==> src/rtl/clkdiv_pkg.sv <==
// Shared constants and types for the multi-channel clock divider.
// Latency: n/a (declarations only).
// Backpressure: n/a.
package clkdiv_pkg;

    // Default counter/divisor width; 30 bits covers a 10 s half-period at 50 MHz.
    localparam int CNT_W_DEF = 30;

    // Board clock frequency in Hz.
    localparam int CLK_HZ = 50_000_000;

    // Half-periods, in clk_in cycles, for commonly used output rates.
    localparam int HALF_1HZ = CLK_HZ / 2;
    localparam int HALF_2HZ = CLK_HZ / 4;
    localparam int HALF_10S = CLK_HZ * 5;

    // Per-channel state at the default width. Each channel keeps the same
    // layout, sized to its own CNT_W.
    typedef struct packed {
        logic [CNT_W_DEF-1:0] counter;
        logic [CNT_W_DEF-1:0] half;
        logic [CNT_W_DEF-1:0] shadow;
        logic                 pend;
        logic                 out;
    } ch_state_t;

    // Width of a channel-select field; a single channel still needs one bit.
    function automatic int sel_width(input int n);
        return (n > 1) ? $clog2(n) : 1;
    endfunction

endpackage

==> src/rtl/clkdiv_channel.sv <==
// One divider slice: counter, active/shadow half-period, registered square wave and tick.
// Latency: outputs registered; a toggle appears H edges after the counter restarts.
// Backpressure: none; en=0 freezes the slice, writes land in the shadow at any time. Tick needs CLKDIV_TICK_EN.
module clkdiv_channel
    import clkdiv_pkg::*;
#(
    parameter int               CNT_W    = CNT_W_DEF,
    parameter logic [CNT_W-1:0] DIV_INIT = CNT_W'(HALF_1HZ)
) (
    input  logic             clk_in,
    input  logic             rst_n,
    input  logic             en,
    input  logic             sync_clr,
    input  logic             wr,
    input  logic [CNT_W-1:0] wr_val,
    output logic             pend,
    output logic             clk_out,
    output logic             tick
);

    typedef struct packed {
        logic [CNT_W-1:0] counter;
        logic [CNT_W-1:0] half;
        logic [CNT_W-1:0] shadow;
        logic             pend;
        logic             out;
    } state_t;

    state_t           st;
    logic [CNT_W-1:0] last;
    logic             at_end;

    // Full-width terminal compare; a zero half never reaches the end of a half-period.
    assign last   = st.half - CNT_W'(1);
    assign at_end = (st.half != '0) && (st.counter == last);

    // Counter, toggle and shadow apply; a write is handled last so a same-cycle
    // write always survives as pending.
    always_ff @(posedge clk_in) begin
        if (!rst_n) begin
            st.counter <= '0;
            st.half    <= DIV_INIT;
            st.shadow  <= DIV_INIT;
            st.pend    <= 1'b0;
            st.out     <= 1'b0;
        end else begin
            if (sync_clr) begin
                // Shadow always holds the latest value, so copying it is a no-op when nothing is pending.
                st.counter <= '0;
                st.out     <= 1'b0;
                st.half    <= st.shadow;
                st.pend    <= 1'b0;
            end else if (en) begin
                if (st.half == '0) begin
                    // Stopped: held low; a pending value restarts counting from zero.
                    st.counter <= '0;
                    st.out     <= 1'b0;
                    if (st.pend) begin
                        st.half <= st.shadow;
                        st.pend <= 1'b0;
                    end
                end else if (at_end) begin
                    st.counter <= '0;
                    // Switching to a zero half parks the output low straight away.
                    st.out     <= (st.pend && (st.shadow == '0)) ? 1'b0 : ~st.out;
                    if (st.pend) begin
                        st.half <= st.shadow;
                        st.pend <= 1'b0;
                    end
                end else begin
                    st.counter <= st.counter + CNT_W'(1);
                end
            end
            if (wr) begin
                st.shadow <= wr_val;
                st.pend   <= 1'b1;
            end
        end
    end

    assign pend    = st.pend;
    assign clk_out = st.out;

`ifdef CLKDIV_TICK_EN
    logic tick_q;

    // One-cycle pulse registered alongside each toggle; suppressed while frozen or cleared.
    always_ff @(posedge clk_in) begin
        if (!rst_n || sync_clr || !en) begin
            tick_q <= 1'b0;
        end else begin
            tick_q <= at_end;
        end
    end

    assign tick = tick_q;
`else
    assign tick = 1'b0;
`endif

endmodule

==> src/rtl/clkdiv_multi.sv <==
// NUM_CH-channel programmable clock divider producing slow square waves and toggle ticks (tick needs CLKDIV_TICK_EN).
// Latency: div_wr lands in the shadow next edge; it takes effect at that channel's next toggle or on sync_clr.
// Backpressure: none; writes are always accepted, writes with div_sel >= NUM_CH are dropped.
module clkdiv_multi
    import clkdiv_pkg::*;
#(
    parameter int  NUM_CH        = 2,
    parameter int  CNT_W         = CNT_W_DEF,
    parameter int  DIV_INIT0     = HALF_2HZ,
    parameter int  DIV_INIT1     = HALF_10S,
    parameter int  DIV_INIT_REST = HALF_1HZ,
    localparam int SEL_W         = sel_width(NUM_CH)
) (
    input  logic              clk_in,
    input  logic              rst_n,
    input  logic              en,
    input  logic              sync_clr,
    input  logic              div_wr,
    input  logic [SEL_W-1:0]  div_sel,
    input  logic [CNT_W-1:0]  div_val,
    output logic [NUM_CH-1:0] div_pend,
    output logic [NUM_CH-1:0] clk_out,
    output logic [NUM_CH-1:0] tick
);

    for (genvar i = 0; i < NUM_CH; i++) begin : g_ch
        localparam int INIT = (i == 0) ? DIV_INIT0 :
                              (i == 1) ? DIV_INIT1 : DIV_INIT_REST;

        // Select decode; an out-of-range div_sel matches no channel.
        logic wr_ch;
        assign wr_ch = div_wr && (div_sel == SEL_W'(i));

        clkdiv_channel #(
            .CNT_W    (CNT_W),
            .DIV_INIT (CNT_W'(INIT))
        ) u_ch (
            .clk_in   (clk_in),
            .rst_n    (rst_n),
            .en       (en),
            .sync_clr (sync_clr),
            .wr       (wr_ch),
            .wr_val   (div_val),
            .pend     (div_pend[i]),
            .clk_out  (clk_out[i]),
            .tick     (tick[i])
        );
    end

endmodule

==> config.mk <==
export PLATFORM = sky130hd
export DESIGN_NAME = clkdiv_multi
export DESIGN_NICKNAME = d
export VERILOG_FILES = /design/src/rtl/clkdiv_pkg.sv /design/src/rtl/clkdiv_channel.sv /design/src/rtl/clkdiv_multi.sv
export SDC_FILE = /design/constraint.sdc
export NUM_CORES = 1
export LEC_CHECK = 0
export ABC_AREA = 1
export BUFFER_PORTS_ARGS = -buffer_cell sky130_fd_sc_hd__buf_2
export CAP_MARGIN = 10
export CORE_MARGIN = 4
export CORE_UTILIZATION = 31
export CTS_CLUSTER_DIAMETER = 200
export DETAILED_ROUTE_END_ITERATION = 16
export GPL_ROUTABILITY_DRIVEN = 0
export PLACE_DENSITY_LB_ADDON = 0.12
export RECOVER_POWER = 25
export SLEW_MARGIN = 40
export SYNTH_ARGS = -nofsm -noshare
export SYNTH_HDL_FRONTEND = slang
export SYNTH_SLANG_ARGS = --single-unit
==> constraint.sdc <==
create_clock -name clk_in -period 2.75 [get_ports clk_in]
set_clock_uncertainty 0.05 [all_clocks]
set_input_delay 0.1375 -clock clk_in [delete_from_list [all_inputs] [get_ports clk_in]]
set_output_delay 0.1375 -clock clk_in [all_outputs]
set_load 0.005 [all_outputs]
==> After elaboration in Yosys (flattened, before gate mapping) <==
Cells that the tools add are included.
{ "word_totals": {"reg_bits": 184, "input_bits": 36, "elab_cells": 72} }
{ "op_classes": {"n_addsub": 4, "eq_ne": 2, "muxes": 24, "bitwise_logic": 4, "n_reduce_logical": 28} }
{ "ops": {"columns": ["operator", "count"], "rows": [
  ["30-bit 2-to-1 mux", 10],
  ["30-bit zero test", 4],
  ["60-bit 2-to-1 mux", 2],
  ["30-bit by 1-bit adder with 30-bit output (second input constant)", 2],
  ["30-bit equality test", 2],
  ["30-bit nonzero test", 2],
  ["30-bit by 1-bit subtractor with 30-bit output (second input constant)", 2],
  ["2-bit 2-to-1 mux", 8],
  ["2-bit AND reduction", 6],
  ["3-bit nonzero test", 4],
  ["4-bit nonzero test", 2],
  ["1-bit logical AND", 6],
  ["2-bit nonzero test", 3],
  ["1-bit 2-to-1 mux", 4],
  ["1-bit NOT", 4],
  ["2-bit OR reduction", 1]
]} }

==> Depth between registers and ports, before layout <==
{ "logic_depth": {"ltp_word": 8, "ltp_mapped": 21} }

==> Hierarchy <==
A second synthesis with hierarchy kept.
{ "hier_totals": {"hier_cells": 1803, "area_unflattened_um2": 11348.4} }
{ "by_module_without_submodules": {"columns": ["mod", "instances", "cells_per_inst", "area_per_inst_um2", "seq_area_each_um2"], "rows": [
  ["clkdiv_channel at g_ch[0].u_ch", 1, 920, 5785.5, 1841.8],
  ["clkdiv_channel at g_ch[1].u_ch", 1, 879, 5545.3, 1841.8],
  ["clkdiv_multi", 1, 4, 17.5, 0.0]
]} }

==> Least setup slack after synthesis <==
OpenSTA, ideal clock, no wires.
{ "synth_timing": {"path_kind": "register -> register", "startpoint": "reg g_ch[1].u_ch.st[32] (netlist name)", "endpoint": "reg g_ch[1].u_ch.st[82] (netlist name)", "arrival_time_ps": 2207, "required_ps": 2583, "setup_slack_ps": 376, "stages_incl_launch_ff": 20, "n_path_buf": 2, "period_less_slack_ps": 2374, "path_cell_list": "dfxtp_1 -> inv_1 -> ha_1 -> nand2_1 -> nor2_4 -> nand2_2 -> o21ai_1 -> nand2_1 -> nand2_1 -> nand2_1 -> nor2_1 -> nand2_1 -> nor2_1 -> nand2_1 -> nand2_1 -> nand2_1 -> nand2_1 -> buf_4 -> buf_6 -> nor2_1"} }
{ "synth_via": {"elab_chain_len": 5, "elab_cells_between_ends": 7, "cone_classes": "1 x add/sub; 1 x eq/ne; 2 x mux; 3 x reduce/logical"} }
{ "synth_rtl": {"columns": ["item", "line", "text"], "rows": [
  ["from (decl)", "clkdiv_channel.sv:29", "state_t st;"],
  ["30-bit by 1-bit subtractor with 30-bit output", "clkdiv_channel.sv:34", "assign last = st.half - CNT_W'(1);"],
  ["30-bit equality test", "clkdiv_channel.sv:35", "assign at_end = (st.half != '0) && (st.counter == last);"],
  ["1-bit logical AND", "clkdiv_channel.sv:35", null],
  ["30-bit 2-to-1 mux", "clkdiv_channel.sv:62", "end else if (at_end) begin"],
  ["60-bit 2-to-1 mux *", "clkdiv_channel.sv:54", "if (st.half == '0) begin"]
]} }
Mark *: on every way between the ends. The rest lies on a longest branch, timed or not.
A chain may end at the register's enable or synchronous reset.

==> Worst setup path in the final report <==
{ "layout_timing": {"startpoint": "reg g_ch[1].u_ch.st[33] (netlist name)", "endpoint": "reg g_ch[1].u_ch.st[33] (netlist name)"} }
{ "layout_via": {"elab_chain_len": 5, "elab_cells_between_ends": 12, "cone_classes": "1 x add/sub; 1 x eq/ne; 5 x mux; 5 x reduce/logical"} }
{ "layout_rtl": {"columns": ["item", "line"], "rows": [
  ["30-bit by 1-bit subtractor with 30-bit output or 30-bit 2-to-1 mux (tied branches)", null],
  ["30-bit equality test or 30-bit 2-to-1 mux (tied branches)", null],
  ["1-bit logical AND or 60-bit 2-to-1 mux (tied branches)", "clkdiv_channel.sv:35, clkdiv_channel.sv:54"],
  ["3-bit nonzero test (no line) or 30-bit 2-to-1 mux (tied branches)", null],
  ["2-bit AND reduction (no line) or 30-bit 2-to-1 mux (tied branches)", null]
]} }
Several ways; a longest one is shown, not always the timed one. The select of a mux whose other input is x is not followed.

==> reports/metrics.cfg <==
[routing]
totalWireLength_um=35880
wl_per_cell_um=15.80
via_per_inst=4.860
final_antenna_net_count=0
dr_total_vias=11040
firstDrtPassIters=6
dr.first_iter.drc_count=776
drc=0

[sta]
drv_slew=0
period_share_pct=93.74
fmax_mhz=387.9
post-route-min-period_ns=2.578
setup_viol=0
relSlewSlack_pct=60.40
tns_ns=0
tightest_slew_ns=0.5940
hold_viol_final=0

[setup_path]
cp_max_fo=30
start_kind=flop
r2r_cells=18
cp.required_ns=3.04
path_cells=inv_2, ha_4, nand2_4, nor2_4, nand2_4, buf_4, nor2_1, xor2_1, inv_1, nor2_1, nand2_1, nor2_1, nand3_1, nand3_1, nand3_1, buf_12, nor2_1, nor2_1
r2r_start=g_ch[1].u_ch.st[33]$_SDFFE_PN0P_
cp_common_cell=nor2_1
cpPeakStageDelay_ns=0.34
end_kind=flop
worstPathArrival_ns=2.87
slowest_stage=dfxtp_2
crit_type=flop to flop
startpoint=g_ch[1].u_ch.st[33]$_SDFFE_PN0P_

[power]
power.leakage_nw=5.548
combPwrFrac_pct=15.6
p_int_mw=4.489
swShare_pct=30.46
switchingPower_mw=1.967
vdd_ir_drop_max_uv=456.7
clockPowerShare_pct=38.6
power_density_nw_per_um2=485.6
seq_power_share_pct=45.8

[global_route]
grt_pass1_vias=10140
grt_max_degree=63
antenna_found_initial=0
grt_overflow=0
grt_pass1_wl_um=56660
track_usage_pct=18.53

[cells_and_area]
fillers=3828
multi_input_area_um2=6579
stdcell_count=2271
diodes=0
regArea_um2=3702
area_delta_synth_final_pct=22.66
mostFrequentLayoutCells=nand2_1 (386), nor2_1 (292), dfxtp_1 (169)
drive_above_1_share_pct=15.31
nNetsFinal=1843
layout_commonest_cell=nand2_1

[die]
rows=68
die_h_um=195
die_w_um=195
start_util_pct=31.38
die-area_um2=38030
io_pins=42
core-area_um2=34540

[clock_network]
cts_buffers=17
clockRootBuffer=clkbuf_16
cts_tree=yes
cts.sinks=184
clkTransAtPathRegs_ns=0.08
htreeDepth=4
cts_buffer_depth=2
clock_latency_ns=0.45

[synth]
yosys_warnings=0
ys_top_cells_by_area=dfxtp_1 (34%), nand2_1 (14%), nor2_1 (12%), nand3_1 (7.2%), xor2_1 (6.2%)
synth_top_area_share_pct=33.98
ys_seq_area_share_pct=33.98
synth.avg_cell_area_um2=6.407
syn_area_um2=10840
synthCells=1692
synth_top_area_cell=dfxtp_1
yosysUniqueCellTypes=41
ys_ff_latch=184

[place]
dpl.hpwl_um=28270
dp.cells=2196
portBuffers=39

[hold_path]
hold_depth=3
worstHoldPathType=input pin to flop
hp-start=en

[flow_run]
maxCapViolations=0

[status]
outcome=completed

through the flow:
step	power [mW]	hold WS (ns)	area [um2]	util (%)	worst slack, ns
after global routing	6.771	0.07054	13300	38.49	-0.04519
after floorplan	3.575	0.2007	10840	-	0.3760
after detailed placement	3.908	0.3278	11900	34.44	-0.06726
after global placement	3.909	0.3293	11900	34.44	-0.06569
final	6.456	0.06583	13300	38.49	0.1721
after CTS	6.452	0.06999	12870	37.25	0.01192
layer usage:
layer  routed length, um  vias to the layer above  GRT usage [%]
li1                    -                     5668              -
met1               19000                     5164          28.41
met2               15080                      188          27.44
met3                1522                       17          3.278
met4                 277                        0          3.232
met5                   0                        -              0
final cells by class:
class,count,share of cell area (%)
tap,455,4.282
clock inverter,14,1.176
timing repair buffer,153,9.335
clock buffer,18,3.228
sequential,184,27.84
inverter,165,4.658
multi-input combinational,1282,49.48
worst max-delay path, delay by kind of cell (launching register included):
family	cells	cell delay, ns
xor gates and xnor gates	1	0.16
adders and majority gates	1	0.17
buffers and inverters	4	0.45
DFF	1	0.34
and+or+nand+nor	12	1.27
power by group through the flow:
stage	clock [mW]	sequential, mW	combinational, mW
final	2.49	2.96	1.01
after global routing	2.66	2.98	1.13
after CTS	2.56	2.94	0.951
after detailed placement	0	3.00	0.906
after global placement	0	3.00	0.907
after floorplan	0	2.94	0.632
flip-flops by register name, indices dropped and copies added (netlist names):
signal             cells
g_ch.u_ch.st         180
g_ch.u_ch.clk_out      2
g_ch.u_ch.pend         2
path summary, 6_finish.rpt:
kind / end / slack, ns
setup reg to reg: g_ch[1].u_ch.st[33]$_SDFFE_PN0P_ / 0.17
hold / removal: g_ch[0].u_ch.st[76]$_SDFFE_PP0P_ / 0.07
hold reg to reg: g_ch[0].u_ch.st[10]$_SDFFE_PN0P_ / 0.43
setup / recovery: g_ch[1].u_ch.st[33]$_SDFFE_PN0P_ / 0.17
synthesized netlist by cell type, drive strengths merged:
cell,instances
a21oi,35
a22o,1
a31oi,1
and2,2
and3,1
buf,30
clkbuf,33
clkinv,1
conb,1
dfxtp,184
ha,4
inv,164
nand2,410
nand3,159
nand3b,11
nand4,68
nor2,352
nor3,35
nor3b,6
nor4,18
nor4b,1
o211ai,13
o21ai,51
o21bai,3
o22ai,2
or2,3
xnor2,24
xnor3,2
xor2,77
what timing repair did:
item,CTS,global route
hold buffers,31,0
hold endpoints to repair,55,0
pin swaps,3,30
gates resized for setup,5,120
buffers inserted,3,7
gates cloned,1,1
endpoints found under the setup margin,40,122
cells by family (layout without fill, tap and decap cells):
| family | Yosys count | count (layout) | synth area share (%) |
|---|---|---|---|
| buf+inv | 228 | 350 | 8.633 |
| other cells | 1 | 2 | 0.03459 |
| flops | 184 | 184 | 33.98 |
| fa+ha+maj | 4 | 4 | 0.4617 |
| xor+xnor | 103 | 103 | 8.576 |
| simple gates | 1066 | 1067 | 42.98 |
| compound gates | 106 | 106 | 5.332 |
No activity file was read; power rests on OpenSTA's default activity.
